## src/rtl/display_pkg.sv

```systemverilog
// rtl/display_pkg.sv - shared constants, types and digit helper for the display scan controller
package display_pkg;

    localparam int          DIGITS      = 4;
    localparam int          BCD_W       = 4;
    localparam logic [13:0] MAX_VALUE   = 14'd9999;
    localparam int          CONV_CYCLES = 14;
    localparam logic [3:0]  ANODE_RESET = 4'b1110;
    localparam logic [3:0]  BLANK_CODE  = 4'hF;

    typedef enum logic [1:0] {
        IDLE,
        CONVERT,
        LATCH
    } conv_state_t;

    typedef logic [BCD_W-1:0] bcd_t;

    // Double-dabble correction: a digit of 5 or more would carry past 9
    // after the next shift, so pre-add 3.
    function automatic bcd_t add3(input bcd_t d);
        return (d >= 4'd5) ? bcd_t'(d + 4'd3) : d;
    endfunction

endpackage

```

## src/rtl/bin2bcd_seq.sv

```systemverilog
// rtl/bin2bcd_seq.sv - sequential 14-iteration double-dabble binary to BCD engine
//
// Ports:
//   clk, reset_n : clock, asynchronous active-low reset
//   start        : load bin_in and begin a conversion (one cycle pulse)
//   bin_in       : 14-bit binary value, already clamped to 0..9999
//   done         : high during the final iteration cycle
//   bcd_out      : four BCD digits, thousands in [15:12], ones in [3:0];
//                  final once the cycle after done is reached
module bin2bcd_seq
    import display_pkg::*;
(
    input  logic        clk,
    input  logic        reset_n,
    input  logic        start,
    input  logic [13:0] bin_in,
    output logic        done,
    output logic [15:0] bcd_out
);

    logic [13:0] bin_sr;
    logic [15:0] bcd_sr;
    logic [15:0] adj;
    logic [3:0]  iter;
    logic        active;

    always_comb begin
        adj = bcd_sr;
        for (int i = 0; i < DIGITS; i++) begin
            adj[i*BCD_W +: BCD_W] = add3(bcd_sr[i*BCD_W +: BCD_W]);
        end
    end

    always_ff @(posedge clk or negedge reset_n) begin
        if (!reset_n) begin
            bin_sr <= '0;
            bcd_sr <= '0;
            iter   <= '0;
            active <= 1'b0;
        end else if (start) begin
            bin_sr <= bin_in;
            bcd_sr <= '0;
            iter   <= '0;
            active <= 1'b1;
        end else if (active) begin
            // Shift the corrected BCD and the binary register left as one word.
            {bcd_sr, bin_sr} <= {adj[14:0], bin_sr, 1'b0};
            iter             <= iter + 4'd1;
            if (iter == 4'(CONV_CYCLES - 1)) begin
                active <= 1'b0;
            end
        end
    end

    assign done    = active && (iter == 4'(CONV_CYCLES - 1));
    assign bcd_out = bcd_sr;

endmodule

```

## src/rtl/display_scan_controller.sv

```systemverilog
// rtl/display_scan_controller.sv - valid/ready binary input, BCD conversion, 4-digit multiplexed scan
//
// Optional feature macro: LEADING_ZERO_BLANK_EN (blank digits above the
// most significant nonzero digit; the ones digit always shows).
//
// Ports:
//   clk, reset_n : clock, asynchronous active-low reset
//   value_in     : binary value to display (values above 9999 clamp to 9999)
//   value_valid  : value_in valid this cycle
//   value_ready  : block can accept a value (IDLE)
//   busy         : conversion in progress
//   overflow     : last latched value exceeded 9999
//   digit_bcd    : BCD digit for the enabled position
//   digit_sel    : active-low one-hot digit enable, bit0 = ones
module display_scan_controller
    import display_pkg::*;
#(
    parameter int SCAN_DIV = 1000,
    parameter int DATA_W   = 14
) (
    input  logic              clk,
    input  logic              reset_n,
    input  logic [DATA_W-1:0] value_in,
    input  logic              value_valid,
    output logic              value_ready,
    output logic              busy,
    output logic              overflow,
    output logic [3:0]        digit_bcd,
    output logic [3:0]        digit_sel
);

    conv_state_t state, state_next;
    logic        accept;
    logic        latch_en;
    logic        conv_done;
    logic [13:0] clamped;
    logic [15:0] conv_bcd;
    logic        ovf_shadow;

    logic [15:0] disp, disp_next;
    logic [3:0]  blank_next;
    logic [15:0] scan_cnt;
    logic [1:0]  scan_idx, idx_next;
    logic        scan_wrap;
    logic [3:0]  sel_next;
    bcd_t        bcd_next;

    assign clamped = (value_in > DATA_W'(MAX_VALUE)) ? MAX_VALUE : value_in[13:0];

    bin2bcd_seq u_bin2bcd (
        .clk     (clk),
        .reset_n (reset_n),
        .start   (accept),
        .bin_in  (clamped),
        .done    (conv_done),
        .bcd_out (conv_bcd)
    );

    always_ff @(posedge clk or negedge reset_n) begin
        if (!reset_n) begin
            state <= IDLE;
        end else begin
            state <= state_next;
        end
    end

    always_comb begin
        state_next = state;
        case (state)
            IDLE:    if (value_valid) state_next = CONVERT;
            CONVERT: if (conv_done)   state_next = LATCH;
            LATCH:                    state_next = IDLE;
            default:                  state_next = IDLE;
        endcase
    end

    always_comb begin
        value_ready = (state == IDLE);
        busy        = (state == CONVERT);
        latch_en    = (state == LATCH);
        accept      = value_ready && value_valid;
    end

    always_ff @(posedge clk or negedge reset_n) begin
        if (!reset_n) begin
            ovf_shadow <= 1'b0;
            overflow   <= 1'b0;
        end else begin
            if (accept)   ovf_shadow <= (value_in > DATA_W'(MAX_VALUE));
            if (latch_en) overflow   <= ovf_shadow;
        end
    end

    assign disp_next = latch_en ? conv_bcd : disp;

`ifdef LEADING_ZERO_BLANK_EN
    logic [3:0] blank_q;

    always_comb begin
        blank_next = blank_q;
        if (latch_en) begin
            blank_next[3] = (conv_bcd[15:12] == 4'd0);
            blank_next[2] = blank_next[3] && (conv_bcd[11:8] == 4'd0);
            blank_next[1] = blank_next[2] && (conv_bcd[7:4] == 4'd0);
            blank_next[0] = 1'b0;
        end
    end

    always_ff @(posedge clk or negedge reset_n) begin
        if (!reset_n) begin
            blank_q <= '0;
        end else begin
            blank_q <= blank_next;
        end
    end
`else
    assign blank_next = 4'b0000;
`endif

    assign scan_wrap = (scan_cnt == 16'(SCAN_DIV - 1));
    assign idx_next  = scan_wrap ? scan_idx + 2'd1 : scan_idx;

    // Outputs are built from next-cycle index and display contents so the
    // enable, the digit and a freshly latched value all change on one edge.
    always_comb begin
        sel_next = ~(4'b0001 << idx_next);
        bcd_next = disp_next[{idx_next, 2'b00} +: 4];
        if (blank_next[idx_next]) begin
            sel_next = 4'b1111;
            bcd_next = BLANK_CODE;
        end
    end

    always_ff @(posedge clk or negedge reset_n) begin
        if (!reset_n) begin
            disp      <= '0;
            scan_cnt  <= '0;
            scan_idx  <= '0;
            digit_sel <= ANODE_RESET;
            digit_bcd <= '0;
        end else begin
            disp      <= disp_next;
            scan_cnt  <= scan_wrap ? 16'd0 : scan_cnt + 16'd1;
            scan_idx  <= idx_next;
            digit_sel <= sel_next;
            digit_bcd <= bcd_next;
        end
    end

endmodule

```

## config.mk

```make
export PLATFORM = sky130hd
export DESIGN_NAME = display_scan_controller
export DESIGN_NICKNAME = d
export VERILOG_FILES = /design/src/rtl/display_pkg.sv /design/src/rtl/bin2bcd_seq.sv /design/src/rtl/display_scan_controller.sv
export SDC_FILE = /design/constraint.sdc
export NUM_CORES = 1
export LEC_CHECK = 0
export CAP_MARGIN = 20
export CORE_MARGIN = 8
export CORE_UTILIZATION = 48
export DETAILED_ROUTE_END_ITERATION = 6
export GPL_TIMING_DRIVEN = 0
export PLACE_DENSITY = 0.67
export SETUP_SLACK_MARGIN = 0.2
export SLEW_MARGIN = 30
export SYNTH_ARGS = -nofsm -noshare
export SYNTH_HDL_FRONTEND = slang
export SYNTH_SLANG_ARGS = --single-unit
```

## constraint.sdc

```tcl
create_clock -name clk -period 4.2 [get_ports clk]
set_clock_uncertainty 0.05 [all_clocks]
set_input_delay 0.84 -clock clk [delete_from_list [all_inputs] [get_ports clk]]
set_output_delay 0.84 -clock clk [all_outputs]
set_load 0.005 [all_outputs]
```

==> results by group, run 1 <==
Placed design
  • Placed insts: 519
  • Placed Area: 4493 sq um
  • Placer Congestion: 0.7834
  • Port Buffers: 27
  • Setup WS pre-CTS: 1551 ps
  • DP HPWL: 5.981 mm

Synthesis
  • Syn Nets: 414
  • Synth top cells by count: dfrtp_1, nand2_1, nor2_1, mux2i_1, o21ai_0
  • Cells after Synth: 386
  • Synth top area share: 48.04%
  • YS warnings: 0
  • Count leader, synth: dfrtp_1
  • Synth area leader: dfrtp_1
  • Mapped Area: 4063 sq um
  • Synthesized flop and latch total: 81
  • Post-synth top flop: dfrtp_1
  • Yosys cell types: 42
  • Mean post-synth cell area: 10.52 sq um
  • Post-synth EDFFs: 0
  • Async set-reset flop share out of synthesis: 100.0%
  • Seq/Total Area, Yosys: 49.98%
  • Synth area leaders: dfrtp_1, mux2i_1, nand2_1

Floorplan
  • Die area: 11660 sq um
  • DIE HEIGHT: 108 um
  • Initial core utilization: 49.44%
  • Top Ports: 28
  • Floorplan row count: 33
  • Die Width: 108 um
  • Standard cell core area: 8217 sq um

Power and ir drop
  • PwrDens: 593.8 nW/um^2
  • Maximum vdd ir drop: 0.3339 mV
  • Leakage power figure: 2.258 nW
  • Final Power: 2.808 mW

Timing
  • Setup violators final: 0
  • Final Max Tran Viols: 0
  • Final worst-path cycle share: 56.06%
  • Setup TNS: 0 ps
  • Setup WS post-layout: 1845 ps
  • RSZ-0062 raised after global routing: no
  • Slew HR: 58.29%
  • Min Tclk post-route: 2355 ps
  • Slew @ Worst Pin: 625.7 ps
  • Peak Freq: 424.7 MHz
  • Min Hold Slack: 277.8 ps
  • Final Hold Violating Endpoints: 0

Worst setup path
  • Critical path start-end classification: reg -> out
  • Crit path required time: 3310 ps
  • Crit path DAT: 1460 ps
  • Crit Path Max Fanout: 3
  • Worst Reg-to-Reg Cells: 7
  • Critical path startpoint category: register
  • Setup crit end kind: primary output

Clock network
  • Clk slew on worst S/H paths: 90 ps
  • Cts hold-fix bufs: 0
  • Clock tree buffer depth: 2
  • Root buffer cell: clkbuf_8
  • # Post-CTS Setup Buffers: 0
  • Clock latency on the worst-skew pair: 360 ps
  • H-tree level count: 3
  • Post-CTS sizing: 0
  • CTS buffer count: 9
  • TritonCTS clock tree: done
  • Sink Count: 81

Route
  • Post-DRT Antenna Nets: 0
  • Vias: 2910
  • First-pass DRT Iterations: 4
  • Vias per cell: 5.439
  • DRC Markers: 0
  • Avg WL per Cell: 15.41 um
  • DR iter-0 viols: 120
  • Total Wirelength: 8.243 mm

Final layout
  • Fin area: 4730 sq um
  • Area Growth Syn to Fin: 16.42%
  • Final Instance Count excl. Fillers: 535
  • Final Core Density: 57.56%
  • Number of diodes: 0
  • Layout cells sized above 1: 12.79%
  • Reg area: 2031 sq um
  • # nets final: 453
  • Footprint of the multi-input gates: 1852 sq um
  • Fill cell count: 732

Global route
  • GRT Total Usage: 15.38%
  • First-pass GRT wire length: 14.23 mm
  • Pin count of the biggest net entering global routing: 57
  • Initial antenna violation count: 0
  • Number of global-route vias before repair: 2992
  • Grt total ovfl: 0

Worst hold path
  • HP Class: in -> async

Run status
  • Outcome: complete, no violations

Run
  • # Max-Cap Violations: 0
-- flip-flops by register name, summed over array words and instances, names as in the netlist --
name               flops
digit_bcd              4
scan_idx               2
u_bin2bcd.active       1
state                  2
scan_cnt              16
u_bin2bcd.bin_sr      14
u_bin2bcd.iter         4
disp                  16
ovf_shadow             1
u_bin2bcd.bcd_out     16
digit_sel              4
overflow               1
-- cells by family (layout without fill, tap and decap cells) --
logic type,count (synthesis),count (layout),synth area share (%)
AO/OA/AOI/OAI,63,63,10.04
AND/OR/NAND/NOR,131,131,15.86
multiplexers,39,39,11.12
flip-flops,81,81,49.98
adder cells (fa/ha/maj),11,11,3.388
XOR/XNOR,24,24,5.174
buffers and inverters,37,81,4.435
-- cell usage in the layout, fill, tap and decap left out, types with 4 or more instances in the layout --
cell              n
a211oi_1          5
mux4_2            4
dfrtp_1          78
buf_2             6
clkdlybuf4s50_1  26
o221ai_1          4
a211o_1           4
mux2_2            9
xor2_1           10
clkbuf_8          9
buf_6             5
a21oi_1          13
ha_1             11
xnor2_1          14
inv_1            16
nor3_1            5
nor2_1           36
clkbuf_1         11
a22oi_2           4
nand2b_1          8
mux2i_1          26
nand2_1          44
o31ai_1           4
o21ai_0          25
nand3_1          16
-- worst max-delay path, stage by stage, from the launching register on --
cell and delay (ps):
dfrtp_1 390, nand2b_1 180, inv_1 60, clkdlybuf4s50_1 490
-- report_power, final --
group,leakage (nW),switching [mW],internal [mW],total [mW]
sequential,1.01,0.176,1.00,1.18
clock,0.110,0.282,0.395,0.677
combinational,1.13,0.494,0.461,0.955
-- final cells by class --
class	instances	area share [%]
inverter	17	1.349
buffer	20	2.460
clock inverter	5	2.222
multi-input combinational	268	39.15
sequential	81	42.94
timing repair buffer	28	6.323
clock buffer	11	2.778
tap	105	2.778
-- final timing paths --
kind                       slack, ps                               end             startpoint
max                             1850                              busy   state[1]$_DFFE_PN0P_
min in group clk                 440                disp[12]$_DFF_PN0_     disp[12]$_DFF_PN0_
min reg2reg                      440                disp[12]$_DFF_PN0_     disp[12]$_DFF_PN0_
min                              280             scan_cnt[4]$_DFF_PN0_                reset_n
max in group asynchronous       3270  u_bin2bcd.bin_sr[13]$_DFFE_PN0P_                reset_n
max reg2reg                     2230            digit_bcd[3]$_DFF_PN0_  scan_cnt[0]$_DFF_PN0_
-- layer usage --
metal / track usage [%] / vias to the layer above / wire [um]
met4: 7.830 / 0 / 178
met5: 0 / - / 0
li1: - / 1411 / -
met2: 23.89 / 44 / 3882
met3: 3.450 / 13 / 277
met1: 19.75 / 1442 / 3905
Note: power is estimated with default switching activity, not from simulation.
==> inputs of run 2 (changes only) <==
==> constraint.sdc (replaced) <==
create_clock -name clk -period 2.45 [get_ports clk]
set_clock_uncertainty 0.05 [all_clocks]
set_input_delay 0.49 -clock clk [delete_from_list [all_inputs] [get_ports clk]]
set_output_delay 0.49 -clock clk [all_outputs]
set_load 0.005 [all_outputs]
==> run 2 against run 1 <==
Compared with the run above: critical path depth unchanged; register-to-register slack worse by 1800 ps; clock power up 71%; critical endpoint unchanged.
==> results by group, run 2 (synthesis results as in run 1) <==
Timing
  • Setup WS post-layout: 445.2 ps
  • Final worst-path cycle share: 81.83%
  • Setup violators final: 0
  • Min Tclk post-route: 2005 ps
  • Slew @ Worst Pin: 626.7 ps
  • Final Max Tran Viols: 0
  • Peak Freq: 498.8 MHz
  • Slew HR: 58.22%
  • RSZ-0062 raised after global routing: no
  • Min Hold Slack: 443.8 ps
  • Final Hold Violating Endpoints: 0

Global route
  • Pin count of the biggest net entering global routing: 57
  • First-pass GRT wire length: 14.28 mm
  • Initial antenna violation count: 0
  • Number of global-route vias before repair: 2997
  • GRT Total Usage: 15.41%
  • Grt total ovfl: 0

Final layout
  • Final Instance Count excl. Fillers: 536
  • Final Core Density: 57.68%
  • Number of diodes: 0
  • Most common cell after layout, fill and taps aside: dfrtp_1
  • Fill cell count: 731
  • # nets final: 454
  • Most frequent cells in the layout: dfrtp_1, nand2_1, nor2_1, mux2i_1, clkdlybuf4s50_1
  • Layout cells sized above 1: 12.76%
  • Area Growth Syn to Fin: 16.66%

Clock network
  • # Post-CTS Setup Buffers: 0
  • Clk slew on worst S/H paths: 70 ps
  • H-tree level count: 3
  • Clock latency on the worst-skew pair: 360 ps
  • Root buffer cell: clkbuf_8
  • TritonCTS clock tree: done
  • Sink Count: 81
  • CTS buffer count: 9
  • Clock tree buffer depth: 2

Route
  • DR iter-0 viols: 109
  • Avg WL per Cell: 15.49 um
  • Post-DRT Antenna Nets: 0
  • Vias per cell: 5.446
  • Total Wirelength: 8.304 mm
  • Vias: 2919
  • First-pass DRT Iterations: 4
  • DRC Markers: 0

Worst hold path
  • HP Class: reg -> reg

Floorplan
  • Top Ports: 28
  • Standard cell core area: 8217 sq um
  • Die area: 11660 sq um
  • Floorplan row count: 33
  • Initial core utilization: 49.44%
  • Die Width: 108 um
  • DIE HEIGHT: 108 um

Worst setup path
  • Crit path DAT: 1460 ps
  • Crit path required time: 1910 ps
  • Setup crit end kind: primary output
  • Critical path start-end classification: reg -> out
  • Critical path startpoint category: register
  • Crit Path Max Fanout: 3

Placed design
  • Port Buffers: 27
  • DP HPWL: 5.981 mm
  • Setup WS pre-CTS: 151.0 ps
  • Placer Congestion: 0.7834
  • Placed insts: 519

Run
  • # Max-Cap Violations: 0

Power and ir drop
  • Final Power: 4.821 mW
  • Leakage power figure: 2.262 nW
  • PwrDens: 1017 nW/um^2
  • Maximum vdd ir drop: 0.5723 mV

Run status
  • Outcome: complete, no violations
-- run 2: cell count changes in the layout (fill, tap and decap cells not counted) --
cell and change:
dlygate4sd3_1 +1
-- run 2: cell type report --
cell class              instances  area, sq um  share of cell area, %
multi-input cells             268         1852                  39.07
clock buffers                  11        131.4                  2.772
plain buffers                  20        116.4                  2.455
flip-flops and latches         81         2031                  42.85
repair buffers                 29        309.0                  6.521
clock inverters                 5        105.1                  2.218
well taps                     105        131.4                  2.772
inverters                      17        63.81                  1.346
-- run 2: metrics by stage --
| stage | TNS, ps | area [sq um] |
|---|---|---|
| floorplan | 0 | 4063 |
| global placement | -158080 | 4464 |
| detailed placement | 0 | 4493 |
| CTS | 0 | 4740 |
| global route | 0 | 4740 |
| finish | 0 | 4740 |
-- run 2: final timing paths --
path / startpoint / endpoint / slack [ps] / depth (start not counted)
min: disp[12]$_DFF_PN0_ / disp[12]$_DFF_PN0_ / 440 / 2
min in group asynchronous: reset_n / scan_cnt[4]$_DFF_PN0_ / 500 / 2
max reg2reg: scan_cnt[0]$_DFF_PN0_ / digit_bcd[3]$_DFF_PN0_ / 470 / 7
min reg2reg: disp[12]$_DFF_PN0_ / disp[12]$_DFF_PN0_ / 440 / 2
max: state[1]$_DFFE_PN0P_ / busy / 450 / 3
max in group asynchronous: reset_n / u_bin2bcd.bin_sr[13]$_DFFE_PN0P_ / 1290 / 3
-- run 2: worst max-delay path, cell delays in order, from the launching register on --
cell	delay [ps]
dfrtp_1	390
nand2b_1	180
inv_1	60
clkdlybuf4s50_1	490
-- run 2: timing repair --
item | CTS | global route
endpoints found under the hold margin | 22 | 0
gates resized for setup | 0 | 0
hold buffers | 1 | 0
-- run 2: power by group --
| part | total (mW) | internal (mW) | switching, mW |
|---|---|---|---|
| Sequential | 2.02 | 1.71 | 0.304 |
| Combinational | 1.64 | 0.791 | 0.850 |
| Clock | 1.16 | 0.678 | 0.484 |
-- run 2: layer usage --
layer	part of all wire, %	global-route usage (%)	up-vias
met1	47	19.82	1452
met5	0	0	-
li1	-	-	1412
met4	2.1	7.830	0
met3	3.3	3.391	13
met2	47	23.98	42
==> inputs of run 3 (changes only) <==
==> constraint.sdc (replaced) <==
create_clock -name clk -period 1.9 [get_ports clk]
set_clock_uncertainty 0.05 [all_clocks]
set_input_delay 0.38 -clock clk [delete_from_list [all_inputs] [get_ports clk]]
set_output_delay 0.38 -clock clk [all_outputs]
set_load 0.005 [all_outputs]
==> run 3 against run 2 <==
Compared with the run above: via count up 3.2%; combinational power up 35%; sequential cell count unchanged; routed wire length is 5.8% higher; clock-buffer cell count shrank 1; critical path depth up 3; sequential share of layout area shrank 2.4 points; critical endpoint is now digit_bcd[1]$_DFF_PN0_; largest cell class is now multi-input gates.
==> results by group, run 3 (synthesis results as in run 1) <==
Run status
  • Outcome: complete, no violations

Final layout
  • Layout cells sized above 1: 21.72%
  • Number of diodes: 0
  • Final Instance Count excl. Fillers: 547
  • Most common cell after layout, fill and taps aside: dfrtp_1
  • Most frequent cells in the layout: dfrtp_1, nand2_1, nor2_1, mux2i_1, o21ai_0
  • Area Growth Syn to Fin: 23.78%
  • Final Core Density: 61.20%
  • # nets final: 465

Run
  • # Max-Cap Violations: 0

Timing
  • Final Hold Violating Endpoints: 0
  • Slew @ Worst Pin: 765.8 ps
  • Final worst-path cycle share: 95.42%
  • Min Tclk post-route: 1813 ps
  • Final Max Tran Viols: 0
  • Peak Freq: 551.6 MHz
  • Min Hold Slack: 404.1 ps
  • Slew HR: 48.95%
  • RSZ-0062 raised after global routing: yes
  • Setup violators final: 0

Power and ir drop
  • Clock share of power: 21.8%
  • Leakage power figure: 2.381 nW
  • Final Power: 6.167 mW
  • Sequential share of power: 42.5%
  • Net Sw Frac: 34.93%
  • Logic pwr share: 35.8%
  • Maximum vdd ir drop: 0.8203 mV
  • PwrDens: 1226 nW/um^2
  • P_int: 4.013 mW
  • Psw: 2.154 mW

Floorplan
  • Die Width: 108 um
  • Top Ports: 28
  • DIE HEIGHT: 108 um
  • Die area: 11660 sq um
  • Floorplan row count: 33
  • Standard cell core area: 8217 sq um
  • Initial core utilization: 49.44%

Worst hold path
  • HP Class: in -> async

Worst setup path
  • Critical path startpoint category: register
  • Worst Reg-to-Reg Cells: 6
  • Crit path DAT: 1960 ps
  • Worst path cell trace: nand2b_2, buf_6, mux4_2, nor2_1, a211o_1, a22oi_2
  • Crit Path Max Fanout: 5
  • CP max-delay cell: mux4_2
  • Slowest cell delay on critical path: 570 ps
  • Crit path required time: 2050 ps
  • Critical path start-end classification: reg -> reg
  • Setup crit end kind: register

Clock network
  • Clock latency on the worst-skew pair: 340 ps
  • Clk slew on worst S/H paths: 90 ps
  • Root buffer cell: clkbuf_8
  • Sink Count: 81
  • H-tree level count: 3
  • CTS buffer count: 9
  • TritonCTS clock tree: done
  • Clock tree buffer depth: 2

Route
  • Vias: 3011
  • First-pass DRT Iterations: 4
  • Post-DRT Antenna Nets: 0
  • Vias per cell: 5.505
  • Avg WL per Cell: 16.06 um
  • Total Wirelength: 8.786 mm
  • DR iter-0 viols: 93
  • DRC Markers: 0

Placed design
  • Placer Congestion: 0.7969
  • Port Buffers: 27
  • DP HPWL: 5.924 mm
  • Placed insts: 519

Global route
  • Initial antenna violation count: 0
  • Grt total ovfl: 0
  • First-pass GRT wire length: 14.86 mm
  • Number of global-route vias before repair: 3082
  • Pin count of the biggest net entering global routing: 58
  • GRT Total Usage: 15.83%
-- run 3: cell count changes in the layout (fill, tap and decap cells not counted), sizes merged --
| cell | change |
|---|---|
| clkbuf | +1 |
| bufinv | -1 |
| dlygate4sd2 | +4 |
| clkinvlp | -1 |
| clkinv | +3 |
| clkdlybuf4s50 | -5 |
| buf | +10 |
-- run 3: final cells by class --
type | count | area, sq um
inverter | 17 | 63.81
timing repair buffer | 41 | 406.6
buffer | 19 | 135.1
fill | 685 | 3188
clock inverter | 6 | 82.58
multi-input combinational | 268 | 2049
tap | 105 | 131.4
clock buffer | 10 | 127.6
sequential | 81 | 2032
-- run 3: power groups by stage --
stage	Combinational, mW	Sequential [mW]	Clock [mW]
5_1_grt	2.51	2.68	1.44
3_3_place_gp	2.04	2.60	0
6_report	2.21	2.62	1.34
3_5_place_dp	2.11	2.62	0
4_1_cts	2.15	2.60	1.37
2_1_floorplan	1.62	2.50	0
-- run 3: per-stage QoR --
step                setup WS [ps]  setup TNS (ps)  instance area (sq um)
floorplan                   206.7               0                   4084
global placement            -2423         -194270                   4486
detailed placement         -230.8           -1472                   4514
CTS                         100.6               0                   4920
global route               -12.92          -22.09                   5029
finish                      87.06               0                   5029
-- run 3: metal layers --
layer | wire length (um) | part of all wire [%] | global-route usage (%)
met5 | 0 | 0 | 0
met2 | 4199 | 48 | 25.24
met1 | 4061 | 46 | 20.60
met4 | 162 | 1.8 | 7.334
met3 | 362 | 4.1 | 2.677
-- run 3: final timing paths --
kind | from | slack, ps | to
min in group clk | disp[5]$_DFF_PN0_ | 430 | disp[5]$_DFF_PN0_
min reg2reg | disp[5]$_DFF_PN0_ | 430 | disp[5]$_DFF_PN0_
max in group asynchronous | reset_n | 830 | u_bin2bcd.bcd_out[9]$_DFFE_PN0P_
max | state[1]$_DFFE_PN0P_ | 90 | digit_bcd[1]$_DFF_PN0_
max reg2reg | state[1]$_DFFE_PN0P_ | 90 | digit_bcd[1]$_DFF_PN0_
min | reset_n | 400 | scan_cnt[4]$_DFF_PN0_
-- run 3: worst max-delay path, delay by kind of cell (launching register included) --
| family | cells | cell delay [ps] |
|---|---|---|
| muxes | 1 | 570 |
| DFF | 1 | 420 |
| and+or+nand+nor | 2 | 270 |
| AOI/OAI and AO/OA | 2 | 200 |
| buffers and inverters | 1 | 170 |
-- run 3: repair_timing --
item | 4_1_cts | 5_1_grt
hold buffers | 1 | 0
cloned | 1 | 1
setup buffers | 7 | 3
hold endpoints to repair | 21 | 0
endpoints found under the setup margin | 32 | 30
resized for setup | 30 | 26
pin swaps | 8 | 5
